$ cat src/rtl/mel_log_compress.sv
// mel_log_compress
//   Log2 compression of mel filterbank energies, feeding the DCT stage.
//   Each accepted unsigned fixed-point energy becomes a signed Q5.10 log2
//   value. Every result carries its mel bin index, plus a last flag on bin
//   NUM_BANDS-1. A zero input yields LOG_FLOOR.
//
//   Optional feature: define MEL_LOG_INTERP_EN to add a fourth stage. This
//   stage interpolates linearly between adjacent LUT entries. Without the
//   macro the latency is 3 and no multiplier is built.
//
// Ports
//   clk        clock
//   rst        asynchronous, active-high reset
//   in_valid   input energy valid
//   in_ready   stage can accept input (low only while the output is stalled)
//   in_data    mel energy, unsigned Q(IN_W-IN_FRAC).IN_FRAC
//   in_last    last bin of frame, from the mel filterbank
//   out_valid  log value valid
//   out_ready  downstream accepts
//   out_data   log2(in_data), signed Q5.10
//   out_bin    mel bin index, 0..NUM_BANDS-1
//   out_last   high with bin NUM_BANDS-1
//   frame_err  sticky: in_last disagreed with the bin count; cleared by rst
module mel_log_compress #(
  parameter int                 NUM_BANDS = 40,
  parameter int                 IN_W      = 32,
  parameter int                 IN_FRAC   = 16,
  parameter logic signed [15:0] LOG_FLOOR = -16'sd16384
) (
  input  logic                   clk,
  input  logic                   rst,
  input  logic                   in_valid,
  output logic                   in_ready,
  input  logic [IN_W-1:0]        in_data,
  input  logic                   in_last,
  output logic                   out_valid,
  input  logic                   out_ready,
  output logic signed [15:0]     out_data,
  output logic [5:0]             out_bin,
  output logic                   out_last,
  output logic                   frame_err
);

  localparam int         PW       = $clog2(IN_W);
  localparam logic [5:0] LAST_BIN = 6'(NUM_BANDS - 1);

  // round(1024*log2(1+i/64)), i = 0..64
  localparam logic [10:0] LUT [65] = '{
    11'd0,    11'd23,   11'd45,   11'd68,   11'd90,   11'd111,  11'd132,  11'd153,
    11'd174,  11'd194,  11'd214,  11'd234,  11'd254,  11'd273,  11'd292,  11'd311,
    11'd330,  11'd348,  11'd366,  11'd384,  11'd402,  11'd419,  11'd436,  11'd454,
    11'd470,  11'd487,  11'd504,  11'd520,  11'd536,  11'd552,  11'd568,  11'd584,
    11'd599,  11'd614,  11'd629,  11'd644,  11'd659,  11'd674,  11'd689,  11'd703,
    11'd717,  11'd731,  11'd745,  11'd759,  11'd773,  11'd787,  11'd800,  11'd813,
    11'd827,  11'd840,  11'd853,  11'd866,  11'd879,  11'd891,  11'd904,  11'd916,
    11'd929,  11'd941,  11'd953,  11'd965,  11'd977,  11'd989,  11'd1001, 11'd1012,
    11'd1024
  };

  // Integer part (p - IN_FRAC) in Q5.10 plus the fractional LUT value.
  // The sum is formed in 17 bits and truncated to 16.
  function automatic logic signed [15:0] log_sum(input logic [PW-1:0] pos,
                                                 input logic [10:0]   frac,
                                                 input logic          zero);
    logic signed [16:0] ex;
    logic signed [16:0] s;
    ex = signed'(17'(pos)) - signed'(17'(IN_FRAC));
    s  = (ex <<< 10) + signed'(17'(frac));
    return zero ? LOG_FLOOR : s[15:0];
  endfunction

`ifdef MEL_LOG_INTERP_EN
  function automatic logic [10:0] interp(input logic [10:0] a,
                                         input logic [10:0] b,
                                         input logic [3:0]  m);
    logic [14:0] prod;
    prod = 15'(b - a) * 15'(m);
    return a + 11'(prod >> 4);
  endfunction
`endif

  logic adv;
  logic xfer_in;

  // The whole pipe freezes while the output holds an unaccepted value.
  assign adv      = !(out_valid && !out_ready);
  assign in_ready = adv;
  assign xfer_in  = in_valid && adv;

  logic [5:0] bin_cnt;

  // A premature in_last resyncs the count to 0. A missing in_last on the
  // final bin is flagged, and the count still wraps.
  always_ff @(posedge clk or posedge rst) begin
    if (rst) begin
      bin_cnt   <= '0;
      frame_err <= 1'b0;
    end else if (xfer_in) begin
      bin_cnt <= (in_last || bin_cnt == LAST_BIN) ? 6'd0 : bin_cnt + 6'd1;
      if (in_last != (bin_cnt == LAST_BIN))
        frame_err <= 1'b1;
    end
  end

  // ---- stage 1: leading-one detect ----
  logic [PW-1:0] lod;
  always_comb begin
    lod = '0;
    for (int i = 0; i < IN_W; i++)
      if (in_data[i]) lod = PW'(i);
  end

  logic            vld_p1, zero_p1, last_p1;
  logic [IN_W-1:0] data_p1;
  logic [PW-1:0]   pos_p1;
  logic [5:0]      bin_p1;

  always_ff @(posedge clk or posedge rst) begin
    if (rst) begin
      vld_p1  <= 1'b0;
      zero_p1 <= 1'b0;
      last_p1 <= 1'b0;
      data_p1 <= '0;
      pos_p1  <= '0;
      bin_p1  <= '0;
    end else if (adv) begin
      vld_p1  <= xfer_in;
      zero_p1 <= (in_data == '0);
      last_p1 <= (bin_cnt == LAST_BIN);
      data_p1 <= in_data;
      pos_p1  <= lod;
      bin_p1  <= bin_cnt;
    end
  end

  // ---- stage 2: normalise, LUT read ----
  logic [PW-1:0] shamt;
  assign shamt = PW'(IN_W - 1) - pos_p1;

  // Only the mantissa bits just below the normalised MSB are kept.
`ifdef MEL_LOG_INTERP_EN
  logic [9:0] mant;
  assign mant = 10'((data_p1 << shamt) >> (IN_W - 11));
`else
  logic [5:0] mant;
  assign mant = 6'((data_p1 << shamt) >> (IN_W - 7));
`endif

  logic          vld_p2, zero_p2, last_p2;
  logic [PW-1:0] pos_p2;
  logic [5:0]    bin_p2;
  logic [10:0]   lut_a_p2;
`ifdef MEL_LOG_INTERP_EN
  logic [10:0]   lut_b_p2;
  logic [3:0]    m4_p2;
`endif

  always_ff @(posedge clk or posedge rst) begin
    if (rst) begin
      vld_p2   <= 1'b0;
      zero_p2  <= 1'b0;
      last_p2  <= 1'b0;
      pos_p2   <= '0;
      bin_p2   <= '0;
      lut_a_p2 <= '0;
`ifdef MEL_LOG_INTERP_EN
      lut_b_p2 <= '0;
      m4_p2    <= '0;
`endif
    end else if (adv) begin
      vld_p2   <= vld_p1;
      zero_p2  <= zero_p1;
      last_p2  <= last_p1;
      pos_p2   <= pos_p1;
      bin_p2   <= bin_p1;
`ifdef MEL_LOG_INTERP_EN
      lut_a_p2 <= LUT[7'(mant[9:4])];
      lut_b_p2 <= LUT[7'(mant[9:4]) + 7'd1];
      m4_p2    <= mant[3:0];
`else
      lut_a_p2 <= LUT[7'(mant)];
`endif
    end
  end

`ifdef MEL_LOG_INTERP_EN
  // ---- stage 3: interpolate between adjacent LUT entries ----
  logic          vld_p3, zero_p3, last_p3;
  logic [PW-1:0] pos_p3;
  logic [5:0]    bin_p3;
  logic [10:0]   frac_p3;

  always_ff @(posedge clk or posedge rst) begin
    if (rst) begin
      vld_p3  <= 1'b0;
      zero_p3 <= 1'b0;
      last_p3 <= 1'b0;
      pos_p3  <= '0;
      bin_p3  <= '0;
      frac_p3 <= '0;
    end else if (adv) begin
      vld_p3  <= vld_p2;
      zero_p3 <= zero_p2;
      last_p3 <= last_p2;
      pos_p3  <= pos_p2;
      bin_p3  <= bin_p2;
      frac_p3 <= interp(lut_a_p2, lut_b_p2, m4_p2);
    end
  end

  // ---- stage 4: exponent + fraction, output register ----
  always_ff @(posedge clk or posedge rst) begin
    if (rst) begin
      out_valid <= 1'b0;
      out_data  <= '0;
      out_bin   <= '0;
      out_last  <= 1'b0;
    end else if (adv) begin
      out_valid <= vld_p3;
      out_data  <= log_sum(pos_p3, frac_p3, zero_p3);
      out_bin   <= bin_p3;
      out_last  <= last_p3;
    end
  end
`else
  // ---- stage 3: exponent + fraction, output register ----
  always_ff @(posedge clk or posedge rst) begin
    if (rst) begin
      out_valid <= 1'b0;
      out_data  <= '0;
      out_bin   <= '0;
      out_last  <= 1'b0;
    end else if (adv) begin
      out_valid <= vld_p2;
      out_data  <= log_sum(pos_p2, lut_a_p2, zero_p2);
      out_bin   <= bin_p2;
      out_last  <= last_p2;
    end
  end
`endif

endmodule

$ cat config.mk
export PLATFORM = sky130hd
export DESIGN_NAME = mel_log_compress
export DESIGN_NICKNAME = d
export VERILOG_FILES = /design/src/rtl/mel_log_compress.sv
export SDC_FILE = /design/constraint.sdc
export NUM_CORES = 1
export LEC_CHECK = 0
export CAP_MARGIN = 20
export CORE_ASPECT_RATIO = 1.1
export CORE_UTILIZATION = 55
export CTS_BUF_LIST = sky130_fd_sc_hd__clkbuf_4
export DETAILED_ROUTE_END_ITERATION = 10
export PLACE_DENSITY = 0.77
export SETUP_SLACK_MARGIN = 0.1
export SLEW_MARGIN = 30
export SYNTH_ARGS = -nofsm -noshare
export SYNTH_HDL_FRONTEND = slang
export SYNTH_SLANG_ARGS = --single-unit
$ cat constraint.sdc
create_clock -name clk -period 4.49 [get_ports clk]
set_clock_uncertainty 0.15 [all_clocks]
set_input_delay 0.6735 -clock clk [delete_from_list [all_inputs] [get_ports clk]]
set_output_delay 0.6735 -clock clk [all_outputs]
set_load 0.05 [all_outputs]
* After elaboration in Yosys (flattened, before gate mapping)
Memories as Yosys holds them, arrays and structs flattened. A register that Yosys moved wholly into a read port is not among the register bits.
Cells that the tools add are included.
** Word-level totals
- Register bits after elaboration :: 91
- Memory bits (read-only) :: 1408
- Input bits :: 37
- Output and inout port bits :: 26
- Logic and storage cells :: 67
- Memories :: 1
** Memories
- (name not given) :: depth 128, width 11, read ports 1, clocked after Yosys merged registers in 1, write ports 0, RTL line 181 : lut_a_p2 <= LUT[7'(mant)];
** Cells by class
- Add/sub/neg operators :: 4
- Equal/unequal tests :: 2
- Shifts and indexed selects :: 1
- Mux-type cells :: 33
- Bitwise operators :: 1
- Reduce and logical (&&, ||, !) cells :: 8
** Operator list (number)
- $mux 5 :: 30
- $logic_not 32->1 :: 1
- $shl 32x5->31 :: 1
- $add 16x12->16 :: 1
- $mux 16 :: 1
- $not 6->8 :: 1
- $add 6x1->6 const B :: 1
- $eq 6x6->1 const B :: 1
- $mux 6 :: 1
- $sub 5x5->6 const B :: 1
- $sub 5x5->5 const A :: 1
- $logic_not 1->1 :: 3
- $logic_and 1x1->1 :: 2
- $reduce_and 2->1 :: 1
- $logic_or 1x1->1 :: 1
- $mux 1 :: 1
- $ne 1x1->1 :: 1

* Depth between registers and ports, before layout
- Depth after elaboration :: 31
- Gate-level depth with buffers :: 15

* Worst setup path after synthesis
No wires, ideal clock.
- Path type :: register to register
- Start :: register pos_p1[0]
- End :: register lut_a_p2[2]
- Data arrival time :: 3.136 ns
- Required time :: 4.261 ns
- Path slack :: 1.125 ns
- Stages on the path, launching flop included :: 14
- Cells stage by stage :: dfrtp_1 -> buf_4 -> buf_4 -> buf_4 -> buf_4 -> a211oi_1 -> o31ai_1 -> nand2_1 -> ha_1 -> clkbuf_1 -> o21bai_1 -> a211o_1 -> a31oi_1 -> a2bb2oi_1
** Between the ends
- Cells in the longest elaborated chain, start to end :: 3
** RTL lines
- from (decl) :: RTL line 115 : logic [PW-1:0] pos_p1;
- from (signal assigned) :: RTL line 131 : pos_p1 <= lod;
- $sub 5x5->5 :: RTL line 138 : assign shamt = PW'(IN_W - 1) - pos_p1;
- $shl 32x5->31 :: RTL line 146 : assign mant = 6'((data_p1 << shamt) >> (IN_W - 7));
- $not 6->8 (not written as such) :: RTL line 181
- to (decl) :: RTL line 152 : logic [10:0] lut_a_p2;
Every way passes these cells.
A chain may end at the register's enable or synchronous reset.

* Final worst setup path
- Start :: register pos_p1[2]
- End :: register lut_a_p2[5]
The elaborated chain is that of the path after synthesis.

==> impl_metrics.ini <==
[critical_path]
cp_data_required_time_ns = 4.69
path_max_fanout = 19
arrival_ns = 4.07
critical_path.max_stage_delay_ns = 0.77
crit_type = register to register
cpMaxStageDelayCell = dfrtp_1
cp-start-kind = register
path_cells = buf_4 > mux4_1 > nor3_1 > o31ai_1 > nand2_1 > ha_1 > a31oi_1 > a21oi_1 > a31o_2 > a221oi_1 > a211oi_1
crit_start = pos_p1[2]
rr_startpoint = pos_p1[2]
cp_top_family = compound AO/OA/AOI/OAI gates
end_kind = register
path_buf_inv = 1

[global_route]
track_usage = 0.275
grt_pass1_wl_um = 26200
grt_start_max_net_pins = 108
antenna_found_initial = 0
grt_pass1_vias = 5243
grt_overflow = 0

[drt]
drt_wl_total_um = 16100
routed_wire_length_per_instance_um = 17.5
drt_iter0_markers = 353
avgViaCountPerCell = 6.10
firstDrtPassIters = 7
antenna_left = 0
vias = 5608
drc = 0

[logic_synthesis]
synth_edf_count = 0
synth_top_family_by_area = simple AND/OR/NAND/NOR gates
synth.area.top_cells = dfrtp_1 39%, nand2_1 13%, mux2i_1 5.3%
synth_simple_gate_area_share = 0.213
ys.flop_type = dfrtp_1
synth_most_common_cell = nand2_1
netlist.area_leader.share = 0.387
yosysSeqAreaShare = 0.387
synthAdderAreaFrac = 0.0234
yosys.area.top_type = dfrtp_1
async_flop_share = 1.00
muxShareOfSynthArea = 0.151
synth.distinct_cells = 68
synth_fp_nets = 781
netlist_top_cells_count = 226 x nand2_1, 99 x dfrtp_1, 44 x o21ai_0
syn_area_um2 = 6400
ys_ff_latch = 99
synth_xor_area_frac = 0.00273
syn_area_per_cell_um2 = 8.75
ys.warnings.count = 0
synth_compound_area_frac = 0.174
synthCells = 732

[clocking]
h-tree-depth = 3
clockRootBuffer = clkbuf_4
post_cts_resized = 0
clkSinkCount = 99
clockBufferDepth = 2
cts_tree = done
numCtsBuffers = 9
post_cts.repair.setup_buffers = 0
path_clk_slew_ns = 0.20
clkLatencyLatePin_ns = 0.48
hold_buffers = 0

[cells_and_area]
nNetsFinal = 817
areaGrowthSynthToFinish_pct = 13.2
drive_gt1_frac = 0.0880
diodes = 0
final_core_util = 0.653
layoutNonFillerInstCount = 920

[run_status]
outcome = finished clean

[floorplanning]
rows = 40
core_um2 = 11100
ios = 63
die_w_um = 105
die_h_um = 115
dieArea_um2 = 12100
initial_core_util = 0.576

[timing]
fmax_ghz = 0.258
hold_viol = 0
setup_viol = 0
drv_slew = 0
period_share = 0.862
tightest_slew_ns = 0.823
slew-limit-headroom = 0.451
rsz0062_at_grt = false
fin_tns_setup_ns = 0
period_needed_ns = 3.87

[job]
cap_violations = 0

[hold_path]
worstHoldStart = vld_p2
holdCritPathClass = register to register

[placement]
hpwlAfterDp_um = 11500
io_buffers = 62
dp_cells = 904
gp_congestion = 0.925

[power]
vdd_ir_drop_max_uv = 359
power.density_nw_per_um2 = 558
p_leak_uw = 0.00338
==> state kept, by name (all words and copies together) (netlist names), 5 cells and up <==
signal and cells:
lut_a_p2 10, out_data 15, bin_p2 6, pos_p1 5, data_p1 31, bin_p1 6, out_bin 6, bin_cnt 6
pos_p2 5
==> worst paths after layout <==
kind / slack, ns / cells past startpoint / end
min in group asynchronous: 0.35 / 2 / out_bin[5]
worst min-delay path: 0.31 / 1 / out_valid
worst min register to register: 0.31 / 1 / out_valid
worst max register to register: 0.62 / 11 / lut_a_p2[5]
max in group asynchronous: 3.03 / 3 / out_data[7]
worst max-delay path: 0.62 / 11 / lut_a_p2[5]
==> cell families after synthesis <==
group,count (synthesis)
and+or+nand+nor,325
AOI/OAI and AO/OA,162
DFF,99
buffers and inverters,67
muxes,65
adders and majority gates,12
xor gates and xnor gates,2
==> routing by layer <==
metal / global-route usage / share of wire / vias to the layer above
met4: 0.104 / 0.026 / 0
met5: 0 / 0 / -
met1: 0.359 / 0.44 / 2694
li1: - / - / 2676
met3: 0.0437 / 0.049 / 31
met2: 0.466 / 0.49 / 207
==> metrics by stage <==
step                      power, µW  setup WS, ns  instance area (µm²)  hold slack [ns]
after floorplan                2940          1.08                 6400            0.280
final                          4050         0.621                 7250            0.309
after global routing           4310         0.373                 7250            0.340
after CTS                      4040         0.660                 7250            0.315
after global placement         3510         0.747                 7090            0.294
after detailed placement       3540         0.690                 7090            0.295
==> cell usage in the layout, fill, tap and decap left out, types with 10 or more instances in the layout <==
cell type and instances:
inv_1 12, clkdlybuf4s50_1 62, nor2_1 36, nand2_1 226, o21ai_0 44, a21oi_1 22
buf_4 11, a31oi_1 10, dfrtp_1 99, o22ai_1 10, ha_1 12, nor3_1 11
mux4_2 14, mux2i_1 34, nand3_1 12
==> report_power, final <==
group	leakage, µW	internal (µW)	switching, µW
clock network	0.0000832	140	362
registers	0.00121	1130	229
logic	0.00209	866	1320
total	0.00338	2140	1910
==> area by class of cell <==
type                    count  area (µm²)
repair buffers             76         754
flip-flops and latches     99        2480
fillers                   959        3860
clock buffers               9        67.6
inverters                  16        62.6
multi-input cells         566        3620
well taps                 147         184
clock inverters             7        88.8
Note: power is estimated with default switching activity, not from simulation.
